$ cat config.mk
export PLATFORM = sky130hd
export DESIGN_NAME = instruction_fetch_stage
export DESIGN_NICKNAME = d
export VERILOG_FILES = /design/src/rtl/instruction_fetch_stage_pkg.sv /design/src/rtl/instruction_fetch_stage_predecoder.sv /design/src/rtl/instruction_fetch_stage.sv
export SDC_FILE = /design/constraint.sdc
export NUM_CORES = 1
export LEC_CHECK = 0
export CORE_ASPECT_RATIO = 1.75
export CORE_MARGIN = 10
export CORE_UTILIZATION = 50
export DETAILED_ROUTE_END_ITERATION = 7
export GPL_ROUTABILITY_DRIVEN = 0
export PLACE_DENSITY_LB_ADDON = 0.08
export SYNTH_ARGS = -nofsm -noshare
export SYNTH_HDL_FRONTEND = slang
export SYNTH_SLANG_ARGS = --single-unit
$ cat constraint.sdc
create_clock -name clk_i -period 8.6 [get_ports clk_i]
set_input_delay 1.29 -clock clk_i [delete_from_list [all_inputs] [get_ports clk_i]]
set_output_delay 1.29 -clock clk_i [all_outputs]
set_load 0.02 [all_outputs]
$ cat src/rtl/instruction_fetch_stage_pkg.sv
// Shared types and constants for the instruction fetch stage.
package instruction_fetch_stage_pkg;

    typedef enum logic [1:0] {
        BJ_NONE   = 2'b00,
        BJ_BRANCH = 2'b01,
        BJ_JAL    = 2'b10,
        BJ_JALR   = 2'b11
    } bj_op_e;

    typedef enum logic [2:0] {
        IMM_I = 3'd0,
        IMM_S = 3'd1,
        IMM_B = 3'd2,
        IMM_U = 3'd3,
        IMM_J = 3'd4
    } imm_src_e;

    // Major opcodes, instruction bits [6:2]
    localparam logic [4:0] OPC_BRANCH = 5'b11000;
    localparam logic [4:0] OPC_JAL    = 5'b11011;
    localparam logic [4:0] OPC_JALR   = 5'b11001;
    localparam logic [4:0] OPC_STORE  = 5'b01000;
    localparam logic [4:0] OPC_LUI    = 5'b01101;
    localparam logic [4:0] OPC_AUIPC  = 5'b00101;

    // addi x0,x0,0 with the two always-one length bits stripped
    localparam logic [29:0] NOP_WORD = 30'h0000_0004;

    typedef enum logic [1:0] {
        ST_REQ   = 2'd0,
        ST_WAIT  = 2'd1,
        ST_FLUSH = 2'd2
    } fetch_state_e;

    typedef struct packed {
        logic [29:0] pc;
        logic [29:0] instr;
        logic        err;
    } fetch_entry_t;

endpackage

$ cat src/rtl/instruction_fetch_stage_predecoder.sv
// Opcode predecode of the outgoing fetch word into branch/jump class and immediate format.
module fetch_predecoder
    import instruction_fetch_stage_pkg::*;
(
    input  logic [4:0] opcode,
    output bj_op_e     branch_jump_op_c,
    output imm_src_e   imm_src_c
);

    always_comb begin
        branch_jump_op_c = BJ_NONE;
        imm_src_c        = IMM_I;
        case (opcode)
            OPC_BRANCH: begin
                branch_jump_op_c = BJ_BRANCH;
                imm_src_c        = IMM_B;
            end
            OPC_JAL: begin
                branch_jump_op_c = BJ_JAL;
                imm_src_c        = IMM_J;
            end
            OPC_JALR:           branch_jump_op_c = BJ_JALR;
            OPC_STORE:          imm_src_c = IMM_S;
            OPC_LUI, OPC_AUIPC: imm_src_c = IMM_U;
            default: ;
        endcase
    end

endmodule

$ cat src/rtl/instruction_fetch_stage.sv
// Fetch stage: PC generation, single-outstanding imem requests, prefetch FIFO and
// registered instruction/predecode outputs toward decode.
module instruction_fetch_stage #(
    parameter logic [29:0] RESET_PC   = 30'h0000_0000,
    parameter int unsigned FIFO_DEPTH = 2,
    parameter logic [29:0] NOP_WORD   = instruction_fetch_stage_pkg::NOP_WORD
) (
    input  logic        clk_i,
    input  logic        rst_i,
    input  logic        stall_i,
    input  logic        busywait_i,
    input  logic        branching_i,
    input  logic [29:0] branch_target_i,
    output logic        imem_req_o,
    output logic [29:0] imem_addr_o,
    input  logic        imem_rvalid_i,
    input  logic [31:0] imem_rdata_i,
    input  logic        imem_err_i,
    output logic [29:0] instr_o,
    output logic [29:0] pc_o,
    output logic        valid_o,
    output logic        fault_o,
    output logic [1:0]  branch_jump_op_o,
    output logic [2:0]  imm_src_o
);
    import instruction_fetch_stage_pkg::*;

    localparam int unsigned PTR_W = (FIFO_DEPTH > 1) ? $clog2(FIFO_DEPTH) : 1;
    localparam int unsigned CNT_W = PTR_W + 1;

    fetch_state_e     state_q, state_d;
    logic [29:0]      fetch_pc_q;
    fetch_entry_t     fifo_q [FIFO_DEPTH];
    logic [PTR_W-1:0] rd_ptr_q, wr_ptr_q;
    logic [CNT_W-1:0] count_q;

    logic         rsp_pending, outstanding_after, hold, fifo_empty;
    logic         issue, push, pop;
    fetch_entry_t head, rsp_entry;
    bj_op_e       pd_bj;
    imm_src_e     pd_imm;

    assign head = fifo_q[rd_ptr_q];

    fetch_predecoder u_predecoder (
        .opcode           (head.instr[4:0]),
        .branch_jump_op_c (pd_bj),
        .imm_src_c        (pd_imm)
    );

    // Issue/push/pop decisions and next state; reset and redirect both drop in-flight data
    always_comb begin
        rsp_pending       = (state_q != ST_REQ);
        outstanding_after = rsp_pending && !imem_rvalid_i;
        hold              = stall_i || busywait_i;
        fifo_empty        = (count_q == '0);
        issue             = (state_q == ST_REQ) && !branching_i && (count_q < CNT_W'(FIFO_DEPTH));
        push              = (state_q == ST_WAIT) && imem_rvalid_i && !branching_i;
        pop               = !branching_i && !hold && !fifo_empty;
        rsp_entry         = '{pc:    imem_addr_o,
                              instr: imem_rdata_i[31:2],
                              err:   imem_err_i || (imem_rdata_i[1:0] != 2'b11)};
        state_d           = state_q;
        if (rst_i || branching_i) begin
            if (outstanding_after) state_d = ST_FLUSH;
            else                   state_d = ST_REQ;
        end else begin
            case (state_q)
                ST_REQ:            if (issue) state_d = ST_WAIT;
                ST_WAIT, ST_FLUSH: if (imem_rvalid_i) state_d = ST_REQ;
                default:           state_d = ST_REQ;
            endcase
        end
    end

    always_ff @(posedge clk_i) begin
        state_q <= state_d;
    end

    always_ff @(posedge clk_i) begin
        if (rst_i) begin
            fetch_pc_q       <= RESET_PC;
            rd_ptr_q         <= '0;
            wr_ptr_q         <= '0;
            count_q          <= '0;
            imem_req_o       <= 1'b0;
            imem_addr_o      <= '0;
            instr_o          <= NOP_WORD;
            pc_o             <= '0;
            valid_o          <= 1'b0;
            fault_o          <= 1'b0;
            branch_jump_op_o <= BJ_NONE;
            imm_src_o        <= IMM_I;
        end else begin
            imem_req_o <= issue;
            if (branching_i) begin
                fetch_pc_q <= branch_target_i;
            end else if (issue) begin
                imem_addr_o <= fetch_pc_q;
                fetch_pc_q  <= fetch_pc_q + 30'd1;
            end

            if (branching_i) begin
                rd_ptr_q <= '0;
                wr_ptr_q <= '0;
                count_q  <= '0;
            end else begin
                if (push) begin
                    fifo_q[wr_ptr_q] <= rsp_entry;
                    wr_ptr_q         <= wr_ptr_q + PTR_W'(1);
                end
                if (pop) rd_ptr_q <= rd_ptr_q + PTR_W'(1);
                count_q <= count_q + CNT_W'(push) - CNT_W'(pop);
            end

            // Redirect beats hold; a same-cycle push is not bypassed to the outputs
            if (branching_i || (!hold && fifo_empty)) begin
                instr_o          <= NOP_WORD;
                pc_o             <= '0;
                valid_o          <= 1'b0;
                fault_o          <= 1'b0;
                branch_jump_op_o <= BJ_NONE;
                imm_src_o        <= IMM_I;
            end else if (pop) begin
                instr_o          <= head.instr;
                pc_o             <= head.pc;
                valid_o          <= 1'b1;
                fault_o          <= head.err;
                branch_jump_op_o <= head.err ? BJ_NONE : pd_bj;
                imm_src_o        <= head.err ? IMM_I : pd_imm;
            end
        end
    end

endmodule
==> out/summary.md <==
The run gives 0 as the cts-stage hold buffer count. The number of sinks on the clock net is 257, and the number of ports placed on the die boundary is 167. The number of setup buffers added after CTS is 0. After detailed routing, the number of vias per cell comes to 5.48. At the end of the flow, the number of nets in the layout was 1048. Summed over all layers, the routed wires come to 22.6 mm. The number of synthesized flops with an enable pin was 124. The tools report the origin of the worst setup path as branching_i.

The run finished with clean final reports. Setup repair after global routing left no endpoint under its margin. The insertion delay to the later sink of the worst-skew pair was 0.50 ns; the register bit count reported by yosys was 257. Yosys attributes the largest share of cell area to sky130_fd_sc_hd__edfxtp_1, sky130_fd_sc_hd__dfxtp_1, sky130_fd_sc_hd__mux2i_1, sky130_fd_sc_hd__a211oi_1, sky130_fd_sc_hd__nor2_1. The synthesized netlist devotes 10.6% of its cell area to compound gates.

The final critical-path required period was 4.02 ns. The count of cell types in the netlist was 54; the CTS buffer count was 22. On the worst path, the slowest cell contributes a delay of 0.69 ns. In the routed design, unresolved DRC markers number 0. The floorplan step defined a die boundary enclosing 0.0264 sq mm. Setup violations remaining at the end of the flow were counted as 0. The proportion of synthesized flip-flops having asynchronous set or reset works out to 0%. Counting cells, the worst reg-to-reg path comes to 8. The run gives 0 as the hold violation count in the final report. The share of the synthesized netlist area taken by xor and xnor gates came out at 1.22%.

The maximum clock rate is 0.249 GHz. The post-DP HPWL came out at 15.6 mm. The share of the synthesized area in the top cell type was 37.1%; the die outline width was 127 microns. For the antenna diode count, the log shows 0.

TritonCTS built the clock tree. The critical path is of the input port to flop type. Largest family of logic cells by synthesized area: simple AND/OR/NAND/NOR gates. The number of gates resized after CTS was 0. Synthesis handed over a netlist of 862 instances.

The first TritonRoute pass finished after 4 iterations. Clock-pin slew was measured on the worst setup and hold paths at 0.07 ns. The floorplan step defined a core boundary enclosing 0.0197 sq mm. The startpoint identified for the worst register-to-register timing path is count_q[1]$_SDFF_PP0_. VDD sags by at most 182 uV.

Summing the areas of all fa, ha and maj instances in the mapped netlist gives 0.623% of the synthesized area. In this run the remaining antenna-violating nets after routing total 0. The average wire length per cell after detail routing works out to 18.3 microns.

At the worst endpoint, the required time is 9.01 ns. The largest driver fanout on the critical path came out at 85. The multi-input logic area is 0.00315 sq mm, and the mean post-synth cell area is 11.6 sq um. In the post-synthesis netlist, the cell with the most instances is sky130_fd_sc_hd__dfxtp_1.

The run gives 4.44 ns as the data arrival at the endpoint of the critical path. The first routing iteration left 333 violations. The first global-routing pass estimated 35.9 mm of wire. After synthesis, the share of cell area in mux cells is 6.20%. The cell taking the most area after synthesis was sky130_fd_sc_hd__edfxtp_1. STA classifies the critical path startpoint as an input port. The worst slew margin relative to its limit is 17.6%. The summed instance area of the synthesized netlist was 0.0100 sq mm. The standard cell with the maximum stage delay on the critical path is sky130_fd_sc_hd__buf_4.

Clock tree synthesis selected as its root buffer the cell sky130_fd_sc_hd__clkbuf_16. In the final layout, flip-flops and latches occupy 0.00639 sq mm. The initial antenna violation count came out at 0. Of the total synthesized cell area, the portion taken by AND, OR, NAND and NOR gates is 12.6%. The static leakage power is 3.97 nW, and the number of buffers on the longest clock path is 3. The worst register-to-register path has a setup slack of 5.96 ns.

Detailed routing inserted a total of 6767 vias. The total congestion overflow after global routing was 0; the pin count of the biggest net entering global routing was 86. For the pin with the worst max-slew slack, the measured transition is 1.23 ns. The fraction of the cycle the final worst path needs came out at 46.8%. The class of the tightest hold or removal check was flop to flop. Fill cells in the final layout number 1574. The total power divided by cell area was 209 mW/mm^2.

Traced cell by cell, the critical path runs through clkdlybuf4s50_1, buf_4, inv_2, buf_4, o211ai_1, clkinv_2, buf_4, nor2_1, a211oi_1. The number of port buffers is 166. Counting instances in the post-synthesis netlist gives the leading cell types as sky130_fd_sc_hd__dfxtp_1, sky130_fd_sc_hd__edfxtp_1, sky130_fd_sc_hd__nor2_1. Global routing used 16.5% of the available tracks. Between clock sinks in the finished design, the worst skew comes to 0.0126 ns. For this run, the number of Yosys warnings is 0.

The prevailing post-synth register cell is sky130_fd_sc_hd__dfxtp_1. The height of the chip is 207 microns. Via count of the first global-routing pass: 6755. The cell total after placement is 1195. The area added between synthesis and finish is 24.1%, and the floorplan row count is 68. The portion of the post-synthesis area used by sequential elements is 63.6%, and the final setup TNS is 0 ns.

The most critical setup path has its endpoint at instr_o[25]$_SDFFE_PP0P_. The worst setup path is captured at a flop. The number of nets handed over by synthesis was 936.

The most frequent cell on the critical path was sky130_fd_sc_hd__buf_4. The logs give 1 for the number of H-tree levels and 0 for the final number of max-transition violations. The run gives 1235 as the final standard cell count with taps included and fillers excluded. Once the floorplan was initialized, standard cells occupied 50.9% of the core. The max capacitance violation total is 0, and the fraction of final layout cells sized beyond drive strength 1 is 6.36%.

The worst register-to-register path ends at count_q[1]$_SDFF_PP0_.
[per-layer routing]
metal  up-vias  track usage [%]  share of wire, %
met2       190             30.1                52
met5         -                0                 0
met4         0             4.48               1.7
met1      3201             18.9                41
met3        27             3.14               5.4
li1       3349                -                 -
[report_power, final]
part / internal, mW / switching, mW
Clock: 0.689 / 0.432
Combinational: 0.0667 / 0.0810
Sequential: 1.31 / 0.0272
Total: 2.06 / 0.540
[metrics by stage]
step                      worst slack (ns)  hold slack, ns  utilization, %  instance area (sq um)  power (mW)
after floorplan                       1.95           0.449               -                  10000        1.44
after global placement                4.20           0.457            58.9                  11600        1.50
after detailed placement              4.10           0.463            58.9                  11600        1.51
after CTS                             4.61           0.473            63.1                  12500        2.62
after global routing                  4.27           0.498            63.1                  12500        2.69
final                                 4.58           0.475            63.1                  12500        2.60
[cells in the final DEF, fill, tap and decap left out, drive strengths merged, types with 3 or more instances in the layout]
master         instances
inv                   14
a211oi                67
nand4b                 3
nand3                 11
and2                   3
xnor2                 12
ha                     5
a311oi                14
edfxtp               124
clkbuf                28
nor2                 102
o31ai                  8
a21oi                 37
o21ai                 10
bufinv                 6
clkdlybuf4s50        165
nand2                 87
clkinv                 4
o211ai                 4
nand3b                 4
nor4                   7
nor3                  10
or4                   11
nand4                 10
and4                   5
dfxtp                133
or3                    4
mux2i                 60
buf                   11
[kinds of logic after synthesis]
logic type,after synthesis
buffers and inverters,102
flip-flops,257
AND/OR/NAND/NOR,269
multiplexers,62
XOR/XNOR,14
adder cells (fa/ha/maj),5
AO/OA/AOI/OAI,153
[final cells by class]
type | instances | share of cell area [%]
Clock buffer | 28 | 4.93
Tap cell | 245 | 2.46
Multi-Input combinational cell | 503 | 25.3
Timing Repair Buffer | 176 | 13.9
Sequential cell | 257 | 51.3
Inverter | 14 | 0.432
Clock inverter | 12 | 1.75
[state kept, by name, summed over array words and instances, names as in the netlist, named ones only]
name and count:
branch_jump_op_o 2, count_q 2, fault_o 1, fetch_pc_q 30
fifo_q 122, imem_addr_o 30, imem_req_o 1, imm_src_o 3
instr_o 30, pc_o 30, rd_ptr_q 1, state_q 2
valid_o 1, wr_ptr_q 1
[worst max-delay path, delay by kind of cell]
kind,cells,cell delay [ns]
AOI/OAI and AO/OA,2,0.59
buffers and inverters,6,2.29
and+or+nand+nor,1,0.10
[worst min-delay path by stage]
stage                                     start                        end  slack, ns  cells past startpoint
floorplan           imem_addr_o[0]$_SDFFE_PP0P_    fifo_q[0][31]$_DFFE_PP_       0.45                      0
global placement      imm_src_o[0]$_SDFFE_PP0P_  imm_src_o[0]$_SDFFE_PP0P_       0.46                      1
detailed placement    imm_src_o[2]$_SDFFE_PP0P_  imm_src_o[2]$_SDFFE_PP0P_       0.46                      2
CTS                   imm_src_o[2]$_SDFFE_PP0P_  imm_src_o[2]$_SDFFE_PP0P_       0.47                      2
global route        imem_addr_o[7]$_SDFFE_PP0P_    fifo_q[1][38]$_DFFE_PP_       0.50                      0
finish                imm_src_o[2]$_SDFFE_PP0P_  imm_src_o[2]$_SDFFE_PP0P_       0.47                      2
(Power assumes the default switching activity.)
